$ cat src/rtl/clk_div_pkg.sv
//------------------------------------------------------------------------------
// Module      : clk_div_pkg
// Description : Shared types and bounds for the clock divider bank.
// Revision    : 1.0 - initial release
//------------------------------------------------------------------------------
`default_nettype none

package clk_div_pkg;

  typedef enum logic {
    MODE_SQUARE = 1'b0,
    MODE_PULSE  = 1'b1
  } mode_e;

  localparam int unsigned NCH_MIN = 1;
  localparam int unsigned NCH_MAX = 16;
  localparam int unsigned W_MIN   = 2;
  localparam int unsigned W_MAX   = 32;

  // Channel-select width; a single channel still gets a 1-bit select.
  function automatic int unsigned chw(input int unsigned n);
    return (n > 1) ? $clog2(n) : 1;
  endfunction

endpackage

`default_nettype wire

$ cat src/rtl/clk_div_chan.sv
//------------------------------------------------------------------------------
// Module      : clk_div_chan
// Description : One divider channel: counter, square/pulse output, deferred
//               divisor/mode update applied at the period wrap.
// Revision    : 1.0 - initial release
//------------------------------------------------------------------------------
`default_nettype none

module clk_div_chan import clk_div_pkg::*; #(
  parameter int W       = 16,
  parameter int RST_DIV = 16384
) (
  input  logic         clk,
  input  logic         rst_n,
  input  logic         i_en,
  input  logic         i_sync,
  input  logic         i_we,
  input  logic [W-1:0] i_div,
  input  mode_e        i_mode,
  output logic         o_div_clk,
  output logic         o_tick,
  output logic         o_pend
);

  logic [W-1:0] r_div;
  logic [W-1:0] r_pdiv;
  logic [W-1:0] r_cnt;
  mode_e        r_mode;
  mode_e        r_pmode;
  logic         r_pend;
  logic         r_div_clk;
  logic         r_tick;

  logic [W-1:0] w_last;
  logic [W-1:0] w_half;
  logic [W-1:0] w_cnt_inc;
  logic         w_halted;
  logic         w_wrap;

  // Divisor 1 behaves as 2, so last count and high-phase length clamp to 1.
  always_comb begin
    w_halted  = (r_div == '0);
    w_last    = (r_div < W'(2)) ? W'(1) : (r_div - W'(1));
    w_half    = (r_div < W'(2)) ? W'(1) : (r_div >> 1);
    w_cnt_inc = r_cnt + W'(1);
    w_wrap    = i_sync || (r_cnt >= w_last);
  end

  always_ff @(posedge clk) begin
    if (!rst_n) begin
      r_div     <= W'(RST_DIV);
      r_mode    <= MODE_SQUARE;
      r_pdiv    <= '0;
      r_pmode   <= MODE_SQUARE;
      r_pend    <= 1'b0;
      r_cnt     <= '0;
      r_div_clk <= 1'b0;
      r_tick    <= 1'b0;
    end else if (!i_en || w_halted) begin
      r_cnt     <= '0;
      r_div_clk <= 1'b0;
      r_tick    <= 1'b0;
      r_pend    <= 1'b0;
      if (i_we) begin
        r_div  <= i_div;
        r_mode <= i_mode;
      end else if (r_pend) begin
        r_div  <= r_pdiv;
        r_mode <= r_pmode;
      end
    end else if (w_wrap) begin
      // Next count is 0, which is inside the high phase for either mode.
      r_cnt     <= '0;
      r_tick    <= 1'b1;
      r_div_clk <= 1'b1;
      r_pend    <= 1'b0;
      if (i_we) begin
        r_div  <= i_div;
        r_mode <= i_mode;
      end else if (r_pend) begin
        r_div  <= r_pdiv;
        r_mode <= r_pmode;
      end
    end else begin
      r_cnt     <= w_cnt_inc;
      r_tick    <= 1'b0;
      r_div_clk <= (r_mode == MODE_SQUARE) && (w_cnt_inc < w_half);
      if (i_we) begin
        r_pdiv  <= i_div;
        r_pmode <= i_mode;
        r_pend  <= 1'b1;
      end
    end
  end

  assign o_div_clk = r_div_clk;
  assign o_tick    = r_tick;
  assign o_pend    = r_pend;

endmodule

`default_nettype wire

$ cat src/rtl/clk_div_bank.sv
//------------------------------------------------------------------------------
// Module      : clk_div_bank
// Description : Bank of NCH independent programmable clock dividers.
//               Define CLK_DIV_BANK_SYNC_EN to add the phase-align input sync.
// Revision    : 1.0 - initial release
//------------------------------------------------------------------------------
`default_nettype none

module clk_div_bank import clk_div_pkg::*; #(
  parameter int NCH     = 4,
  parameter int W       = 16,
  parameter int RST_DIV = 16384
) (
  input  logic                  clk,
  input  logic                  rst_n,
  input  logic [NCH-1:0]        en,
  input  logic                  cfg_we,
  input  logic [chw(NCH)-1:0]   cfg_ch,
  input  logic [W-1:0]          cfg_div,
  input  logic                  cfg_mode,
`ifdef CLK_DIV_BANK_SYNC_EN
  input  logic                  sync,
`endif
  output logic [NCH-1:0]        div_clk,
  output logic [NCH-1:0]        tick,
  output logic [NCH-1:0]        pend
);

  localparam int CHW = chw(NCH);

  logic w_sync;

`ifdef CLK_DIV_BANK_SYNC_EN
  assign w_sync = sync;
`else
  assign w_sync = 1'b0;
`endif

  // Out-of-range cfg_ch values match no channel and are dropped.
  genvar gi;
  generate
    for (gi = 0; gi < NCH; gi++) begin : g_chan
      logic w_we;
      assign w_we = cfg_we && (cfg_ch == CHW'(gi));

      clk_div_chan #(
        .W       (W),
        .RST_DIV (RST_DIV)
      ) u_chan (
        .clk       (clk),
        .rst_n     (rst_n),
        .i_en      (en[gi]),
        .i_sync    (w_sync),
        .i_we      (w_we),
        .i_div     (cfg_div),
        .i_mode    (mode_e'(cfg_mode)),
        .o_div_clk (div_clk[gi]),
        .o_tick    (tick[gi]),
        .o_pend    (pend[gi])
      );
    end
  endgenerate

endmodule

`default_nettype wire

$ cat config.mk
export PLATFORM = sky130hd
export DESIGN_NAME = clk_div_bank
export DESIGN_NICKNAME = d
export VERILOG_FILES = /design/src/rtl/clk_div_pkg.sv /design/src/rtl/clk_div_chan.sv /design/src/rtl/clk_div_bank.sv
export SDC_FILE = /design/constraint.sdc
export NUM_CORES = 1
export LEC_CHECK = 0
export ABC_AREA = 1
export BUFFER_PORTS_ARGS = -buffer_cell sky130_fd_sc_hd__buf_2
export CAP_MARGIN = 0
export CORE_MARGIN = 2
export CORE_UTILIZATION = 55
export DETAILED_ROUTE_END_ITERATION = 16
export HOLD_SLACK_MARGIN = 0.08
export PLACE_DENSITY_LB_ADDON = 0.08
export SLEW_MARGIN = 30
export SYNTH_ARGS = -nofsm -noshare
export SYNTH_HDL_FRONTEND = slang
export SYNTH_SLANG_ARGS = --single-unit
$ cat constraint.sdc
create_clock -name clk -period 4.4 [get_ports clk]
set_input_delay 0.44 -clock clk [delete_from_list [all_inputs] [get_ports clk]]
set_output_delay 0.44 -clock clk [all_outputs]
set_load 0.005 [all_outputs]
==> flow_summary.toml <==
[yosys]
synth.yosys.seq_area_share_pct = 30.6
netlist.area_leader.share_pct = 30.6
avgSynthCellArea_um2 = 6.59
ys_seq_elements = 212
ys.flop_type = "dfxtp_1"
async_flop_share_pct = 0
ys.warnings.count = 0
synth_area_leader_cell = "dfxtp_1"
synth_edf_count = 0
synthTopCellsByCount = "nand2_1 (614), inv_1 (223), dfxtp_1 (212), nand3_1 (209), nor2_1 (202)"
syn_nets = 2260
synth_area_um2 = 13900
synth_area_leaders = "dfxtp_1 (31%), nand2_1 (17%), ha_1 (12%)"
syn_inst = 2102
synth_cell_types = 48
yosysMostFrequentCell = "nand2_1"

[floorplanning]
dieArea_um2 = 26500
fp.dieW_um = 163
core-area_um2 = 25000
ios = 38
rows = 58
initial_utilization_pct = 55.5
fp.dieH_um = 163

[drt]
top_layer = "met4"
avgViaCountPerCell = 5.29
drt_wl_total_um = 33600
vias = 12900
ant_nets = 0
drt_iter0_markers = 934
wl_per_cell_um = 13.8
wl_met3_um = 1640
drc = 0
wl_met2_um = 15200
detail_route.first_pass.iterations = 5
drt-met1-wl_um = 16300

[critical_path]
startpoint_type = "flop"
critPathBufInv = 3
worst-setup-path-type = "reg -> reg"
reg2regPathDepth = 19
cp_num_cells = 19
crit_family = "simple AND/OR/NAND/NOR gates"
cp_slowest_stage_delay_ns = 0.40
endpoint_kind = "flop"
required_ns = 4.85
path_cells = "nor2_1 > nand2_1 > nor2_1 > inv_1 > nor2_1 > inv_1 > nor2_1 > nand2_1 > inv_1 > nand2_1 > o31ai_1 > ha_1 > a21oi_1 > o21ai_0 > a21oi_2 > nand3_2 > nor2_4 > nand2_2 > nor3_1"
crit_path_top_delay_cell = "nor2_4"
cp.arrival_ns = 4.12
cp_common_cell = "nor2_1"
worstPathMaxFanout = 19

[sta]
tns_ns = 0
hold_viol = 0
finClkSkew_ns = 0.0174
rsz0062_at_grt = "no"
finalSetupViolations = 0
fin_ws_ns = 0.730
fmax_mhz = 273
whs_ns = 0.252
relSlewSlack_pct = 61.2
period_minus_slack_ns = 3.67
finalCritPeriodShare_pct = 83.4
tightest_slew_ns = 0.581
finalMaxSlewViolations = 0

[placement]
finalWeightedCongestion = 0.875
io_buffers = 37
pre_cts_ws_ns = 0.728
dp_hpwl_um = 24300

[clocking]
h-tree-depth = 1
clock_latency_ns = 0.54
cts.repair.resized = 0
numCtsBuffers = 26
cts_hold_buf = 0
path_clk_slew_ns = 0.06
root_buffer = "clkbuf_16"
cts_tree = "done"
cts_setup_buffers = 0
cts.sinks = 212
clock_path_buffers = 3

[cells_and_area]
seqCellArea_um2 = 4240
drive_above_1_share_pct = 6.90
area_growth_pct = 7.04
finalNetCount = 2242
multiInputGateArea_um2 = 8220
fillCellCount = 2449
diodes = 0

[outcome]
status = "finished, final reports clean"

[worst_hold_path]
hp-class = "in -> reg"
whs_path_depth = 3

[global_routing]
overflow = 0
grt_pass1_wl_um = 56000
grt_max_degree = 54
antenna_found_initial = 0
grt_pass1_vias = 11600
grt_util_all_layers_pct = 25.2

[power]
peakVddDrop_uv = 277
power.density_nw_per_um2 = 304
leakage_uw = 0.00708

[job]
cap_viol_max_count = 0
area by class of cell:
class                           count  area share [%]
Multi-Input combinational cell   1564            55.4
Clock buffer                       35            4.89
Sequential cell                   212            28.6
Inverter                          237            6.05
Clock inverter                     11           0.658
Timing Repair Buffer               43            1.55
Tap cell                          330            2.79
flip-flops by register name (all words and copies together), names as in the netlist:
| register | cells |
|---|---|
| g_chan.u_chan.o_div_clk | 4 |
| g_chan.u_chan.o_pend | 4 |
| g_chan.u_chan.o_tick | 4 |
| g_chan.u_chan.r_cnt | 64 |
| g_chan.u_chan.r_div | 64 |
| g_chan.u_chan.r_mode | 4 |
| g_chan.u_chan.r_pdiv | 64 |
| g_chan.u_chan.r_pmode | 4 |
worst reg2reg max path: cells and delay by family, from the launching register on:
| family | cells | cell delay [ns] |
|---|---|---|
| compound gates | 4 | 0.70 |
| fa+ha+maj | 1 | 0.29 |
| buf+inv | 3 | 0.26 |
| flops | 1 | 0.34 |
| simple gates | 11 | 2.00 |
metal layers:
metal | vias to the layer above | GRT usage, %
met2 | 260 | 41.1
li1 | 6739 | -
met4 | 0 | 4.38
met3 | 36 | 3.11
met1 | 5837 | 36.3
met5 | - | 0
logic make-up (layout without fill, tap and decap cells):
logic type | count (synthesis) | in the layout | synth area share (%)
simple gates | 1122 | 1122 | 34.9
xor+xnor | 31 | 31 | 1.96
fa+ha+maj | 132 | 132 | 11.9
flops | 212 | 212 | 30.6
compound gates | 279 | 279 | 10.6
buf+inv | 326 | 326 | 10.0
placed cells by master (no fill, tap or decap), drive strengths merged, types with 5 or more instances in the layout:
cell,instances
o21a,5
clkbuf,35
clkinv,8
nor2,211
xor2,28
or2,5
nand2,631
a21oi,192
o21ai,60
ha,132
nand3,210
inv,238
nand4,22
buf,43
o31ai,5
a31oi,5
dfxtp,212
nor3,30
report_power, final:
group	switching (µW)	internal, µW
clock	874	1210
sequential	20.0	1950
combinational	320	138
final timing paths:
kind                               startpoint                          end  slack, ns
setup / recovery    g_chan[1].u_chan.r_div[2]    g_chan[1].u_chan.r_cnt[6]       0.73
hold / removal                       cfg_mode     g_chan[3].u_chan.r_pmode       0.25
setup reg to reg    g_chan[1].u_chan.r_div[2]    g_chan[1].u_chan.r_cnt[6]       0.73
hold reg to reg   g_chan[2].u_chan.r_pdiv[14]  g_chan[2].u_chan.r_pdiv[14]       0.46
through the flow:
step / instance area (µm²) / total power [µW] / util (%) / std cells
2_1_floorplan: 13900 / 2360 / - / 2102
3_3_place_gp: 14000 / 2460 / 56.1 / 2386
3_5_place_dp: 14000 / 2460 / 56.1 / 2386
4_1_cts: 14800 / 4550 / 59.4 / 2432
5_1_grt: 14800 / 4700 / 59.4 / 2432
6_report: 14800 / 4510 / 59.4 / 2432
(Power assumes the default switching activity.)
